### config.mk
export PLATFORM = sky130hd
export DESIGN_NAME = demux8_rx
export DESIGN_NICKNAME = d
export VERILOG_FILES = /design/src/rtl/demux8_rx.sv
export SDC_FILE = /design/constraint.sdc
export NUM_CORES = 1
export LEC_CHECK = 0
export CAP_MARGIN = 25
export CELL_PAD_IN_SITES_DETAIL_PLACEMENT = 1
export CELL_PAD_IN_SITES_GLOBAL_PLACEMENT = 2
export CORE_MARGIN = 8
export CORE_UTILIZATION = 35
export CTS_BUF_LIST = sky130_fd_sc_hd__clkbuf_4 sky130_fd_sc_hd__clkbuf_8
export CTS_CLUSTER_SIZE = 16
export DETAILED_ROUTE_END_ITERATION = 12
export GPL_TIMING_DRIVEN = 0
export HOLD_SLACK_MARGIN = 0.06
export PLACE_DENSITY = 0.89
export SETUP_SLACK_MARGIN = 0.4
export SLEW_MARGIN = 0
export SYNTH_ARGS = -nofsm -noshare
export SYNTH_HDL_FRONTEND = slang
export SYNTH_SLANG_ARGS = --single-unit
### constraint.sdc
create_clock -name clk -period 3.87 [get_ports clk]
set_input_delay 0.9675 -clock clk [delete_from_list [all_inputs] [get_ports clk]]
set_output_delay 0.9675 -clock clk [all_outputs]
set_load 0.01 [all_outputs]
### src/rtl/demux8_rx.sv
// -----------------------------------------------------------------------------
// demux8_rx
//
// Receive end of the 8:1 mux lane scheme. An upstream 8:1 mux, steered by the
// select `s` driven from this block, serialises one 8-bit word onto `din`, one
// lane per enabled sample. This block locks onto the frame-start marker
// (`sync`, high with the lane-0 bit), reassembles the eight lane bits into `q`
// and flags misplaced frame starts on `err`.
//
// Ports
//   clk    in   rising-edge clock
//   reset  in   synchronous, active-high reset
//   din    in   serial data bit for the current lane
//   sync   in   frame-start marker, expected together with the lane-0 bit
//   en     in   sample strobe; din/sync are ignored while low
//   s      out  [2:0] lane expected on the next sample (upstream mux select)
//   q      out  [7:0] last complete word, q[i] = lane i
//   valid  out  one-cycle pulse when q updates
//   err    out  one-cycle pulse on a framing error
//
// Handshake: there is no back-pressure. A sample is consumed on every rising
// edge where en=1; valid and err are single-cycle pulses qualified by nothing
// else, and q holds its value until the next valid pulse.
//
// Configuration
//   DEMUX8_STRICT_SYNC_EN  when defined, a LOCK sample at lane 0 without sync
//                          is a framing error that drops the block back to
//                          HUNT. When undefined, sync is only needed to
//                          acquire lock and unmarked lane-0 samples are taken
//                          as ordinary frame starts.
// -----------------------------------------------------------------------------
module demux8_rx (
  input  logic       clk,
  input  logic       reset,
  input  logic       din,
  input  logic       sync,
  input  logic       en,
  output logic [2:0] s,
  output logic [7:0] q,
  output logic       valid,
  output logic       err
);

  typedef enum logic {
    HUNT = 1'b0,
    LOCK = 1'b1
  } state_e;

  state_e      state_q, state_d;
  logic [2:0]  cnt_q, cnt_d;
  logic [6:0]  shadow_q, shadow_d;
  logic [7:0]  q_q, q_d;
  logic        valid_q, valid_d;
  logic        err_q, err_d;

  // Current FSM state, kept as a named signal so checkers can bind to it.
  state_e      state_dbg;
  assign state_dbg = state_q;

  always_comb begin
    state_d  = state_q;
    cnt_d    = cnt_q;
    shadow_d = shadow_q;
    q_d      = q_q;
    valid_d  = 1'b0;
    err_d    = 1'b0;

    if (en) begin
      unique case (state_q)
        HUNT: begin
          // Everything before the first marker is discarded.
          if (sync) begin
            shadow_d[0] = din;
            cnt_d       = 3'd1;
            state_d     = LOCK;
          end
        end

        LOCK: begin
          if (sync && (cnt_q != 3'd0)) begin
            // Marker arrived early: drop the partial word and restart the
            // frame on this sample. Takes priority over the lane-7 emit.
            err_d       = 1'b1;
            shadow_d[0] = din;
            cnt_d       = 3'd1;
`ifdef DEMUX8_STRICT_SYNC_EN
          end else if (!sync && (cnt_q == 3'd0)) begin
            // Lane 0 without its marker: lose lock and discard the sample.
            err_d   = 1'b1;
            cnt_d   = 3'd0;
            state_d = HUNT;
`endif
          end else if (cnt_q == 3'd7) begin
            q_d     = {din, shadow_q};
            valid_d = 1'b1;
            cnt_d   = 3'd0;
          end else begin
            shadow_d[cnt_q] = din;
            cnt_d           = cnt_q + 3'd1;
          end
        end

        default: begin
          state_d = HUNT;
        end
      endcase
    end
  end

  always_ff @(posedge clk) begin
    if (reset) begin
      state_q  <= HUNT;
      cnt_q    <= 3'd0;
      shadow_q <= 7'd0;
      q_q      <= 8'h00;
      valid_q  <= 1'b0;
      err_q    <= 1'b0;
    end else begin
      state_q  <= state_d;
      cnt_q    <= cnt_d;
      shadow_q <= shadow_d;
      q_q      <= q_d;
      valid_q  <= valid_d;
      err_q    <= err_d;
    end
  end

  assign s     = cnt_q;
  assign q     = q_q;
  assign valid = valid_q;
  assign err   = err_q;

endmodule

==> impl_metrics.py <==
metrics = {
    "sta": {
        "finalCriticalPeriod_ps": 2405,
        "finalHoldViolCount": 0,
        "slew_headroom_pct": 66.53,
        "tightest_slew_ps": 502.1,
        "rsz0062_at_grt": "false",
        "min_period_over_period_pct": 62.15,
        "tns_ps": 0,
        "max_freq_mhz": 415.8,
        "slew_viol_final": 0,
        "fin_skew_ps": 10.33,
        "finalHoldWorstSlack_ps": 481.3,
        "setup_violations": 0,
    },
    "clocking": {
        "clock-sinks": 21,
        "hold_buffers": 0,
        "clock_path_buffers": 2,
        "cts_tree": "yes",
        "cts_resized": 0,
        "cts_buffers": 3,
        "worstSkewPairLatency_ps": 310,
        "clockRootBuffer": "clkbuf_4",
        "clk_pin_slew_ps": 120,
        "htreeDepth": 1,
        "cts_setup_buffers": 0,
    },
    "logic_synthesis": {
        "yosysSeqAreaShare_pct": 41.18,
        "synthArstFlopShare_pct": 0,
        "synth_top_family_by_area": "simple AND/OR/NAND/NOR gates",
        "synth_ff_type": "dfxtp_1",
        "post_synth.cell_area_avg_um2": 9.632,
        "synth_seq_cells": 21,
        "syn_inst": 106,
        "synth_cell_type_count": 27,
        "synth.area.mux_share_pct": 11.76,
        "synthAdderAreaFrac_pct": 3.676,
        "synth-edff-count": 0,
        "synth_compound_area_share_pct": 12.75,
        "ys_warn_count": 0,
        "synth-simple-area-share_pct": 26.23,
        "synth_xor_area_share_pct": 0,
        "netlist_area_mm2": 0.001021,
        "syn-num-nets": 114,
    },
    "floorplan": {
        "die_x_um": 70.01,
        "design.die.area_mm2": 0.004901,
        "start_util_pct": 37.02,
        "core_mm2": 0.002758,
        "rows": 19,
        "io_pins": 18,
        "dieHeight_um": 70.01,
    },
    "layout": {
        "fillers": 328,
        "multi_input_area_um2": 555.5,
        "drive_gt1_share_pct": 7.143,
        "area_delta_synth_final_pct": 22.43,
        "post-route-util_pct": 45.33,
        "num_antenna_cells": 0,
        "finalNetCount": 135,
        "seq_area_um2": 420.4,
        "final_common_cell": "dfxtp_1",
        "mostFrequentLayoutCells": "dfxtp_1, nand2b_1, clkdlybuf4s50_1, mux2i_1, a21oi_1",
    },
    "power": {
        "ir_drop_uv": 240.8,
        "switching_share_pct": 24.82,
        "leakage_nw": 0.4587,
        "powerDensity_mw_per_mm2": 302.6,
        "combPwrFrac_pct": 11.2,
        "p_int_uw": 284.4,
        "pwr-share-seq_pct": 58.8,
        "power.clock.fraction_pct": 30.0,
        "p_sw_uw": 93.89,
    },
    "worst_hold_path": {
        "hp-start": "q[2]",
        "whs_endpoint": "q[2]",
        "whs_path_depth": 2,
        "hold_class": "reg2reg",
    },
    "placement": {
        "io_buffers": 16,
        "dpl.hpwl_um": 1847,
        "place.gp.congestion": 0.7660,
    },
    "global_routing": {
        "antenna_found_initial": 0,
        "grt-ovfl-total": 0,
        "grt_pass1_wl_um": 4181,
        "grt_use_total_pct": 10.35,
        "grt_max_degree": 12,
        "grt_pass1_vias": 888,
    },
    "worst_setup_path": {
        "crit_required_ps": 2900,
        "worstSetupPathType": "reg2out",
        "crit_slowest_cell": "clkdlybuf4s50_1",
        "crit_buf_inv": 1,
        "rrSetupSlack_ps": 2030,
        "path_max_fanout": 10,
        "arrival_ps": 1440,
        "regToRegEndpoint": "shadow_q[1]",
        "start_kind": "register",
        "critical-path-top-delay-family": "buffers and inverters",
        "crit_chain": "clkdlybuf4s50_1",
        "r2r_start": "s[0]",
        "cp-end-kind": "output pin",
        "critical_path.max_stage_delay_ps": 610,
        "ff2ff_path_depth": 5,
    },
    "route": {
        "routed_wl_um": 2441,
        "first_pass_iters": 3,
        "vias": 824,
        "drcViolationCount": 0,
        "final_antenna_net_count": 0,
        "drtIter0Drc": 13,
        "routed_via_density": 5.248,
        "wl_per_cell_um": 15.55,
    },
    "job": {
        "cap_violations": 0,
    },
    "outcome": {
        "outcome": "completed",
    },
}
[cells by family after synthesis]
| kind of cell | count (synthesis) |
|---|---|
| compound gates | 18 |
| fa+ha+maj | 3 |
| buf+inv | 11 |
| flops | 21 |
| mux | 12 |
| simple gates | 41 |
[state kept, by name, summed over array words and instances (netlist names)]
| name | flops |
|---|---|
| q | 8 |
| err | 1 |
| state_dbg | 1 |
| s | 3 |
| shadow_q | 7 |
| valid | 1 |
[how the worst max path moves through the flow]
| stage | from | depth (start not counted) | to |
|---|---|---|---|
| after floorplan | sync | 4 | shadow_q[4] |
| after global placement | en | 5 | shadow_q[1] |
| after detailed placement | en | 5 | shadow_q[1] |
| after CTS | s[2] | 1 | s[2] |
| after global routing | s[2] | 1 | s[2] |
| final | s[2] | 1 | s[2] |
[per-layer routing]
layer | wire length (um) | global-route usage (%) | vias to the layer above
met2 | 1235 | 17.56 | 14
met3 | 117 | 4.520 | 2
met4 | 8 | 3.125 | 0
met5 | 0 | 0 | -
met1 | 1080 | 11.31 | 393
li1 | - | - | 415
[Yosys cell counts (2+ instances only)]
| cell | number | area (um^2) |
|---|---|---|
| dfxtp_1 | 21 | 420.4 |
| nand2b_1 | 18 | 112.6 |
| mux2i_1 | 12 | 120.1 |
| a21oi_1 | 8 | 40.04 |
| inv_1 | 6 | 22.52 |
| a31o_1 | 3 | 26.28 |
| buf_2 | 3 | 15.01 |
| ha_1 | 3 | 37.54 |
| nand2_1 | 3 | 11.26 |
| nand4_1 | 3 | 18.77 |
| nor2_1 | 3 | 11.26 |
| nor2b_1 | 3 | 18.77 |
| and3_1 | 2 | 12.51 |
| and4b_1 | 2 | 20.02 |
| clkbuf_1 | 2 | 7.510 |
| nand3b_1 | 2 | 15.01 |
| o2111ai_1 | 2 | 17.52 |
[worst register-to-register path: stages (launching register included)]
cell,delay [ps]
dfxtp_1,410
ha_1,230
ha_1,230
or3b_1,380
nor4b_2,310
mux2i_1,220
[per-stage QoR]
step	worst slack, ps	power, mW	area, um^2	cells
global route	1364	0.4006	1250	157
detailed placement	1454	0.2699	1220	153
floorplan	2059	0.2542	1021	106
global placement	1481	0.2687	1220	153
CTS	1446	0.3848	1250	157
finish	1465	0.3783	1250	157
[power by group through the flow]
| stage | sequential, mW | combinational, mW | clock (mW) |
|---|---|---|---|
| after floorplan | 0.227 | 0.0274 | 0 |
| after global placement | 0.227 | 0.0416 | 0 |
| after detailed placement | 0.227 | 0.0427 | 0 |
| after CTS | 0.222 | 0.0429 | 0.120 |
| after global routing | 0.223 | 0.0470 | 0.131 |
| final | 0.222 | 0.0425 | 0.113 |
[area by class of cell]
type / instances / area share, %
multi-input combinational: 74 / 44.44
sequential: 21 / 33.63
timing repair buffer: 16 / 12.81
tap: 31 / 3.103
clock buffer: 4 / 2.402
buffer: 5 / 1.802
inverter: 6 / 1.802
No activity file was read; power rests on OpenSTA's default activity.
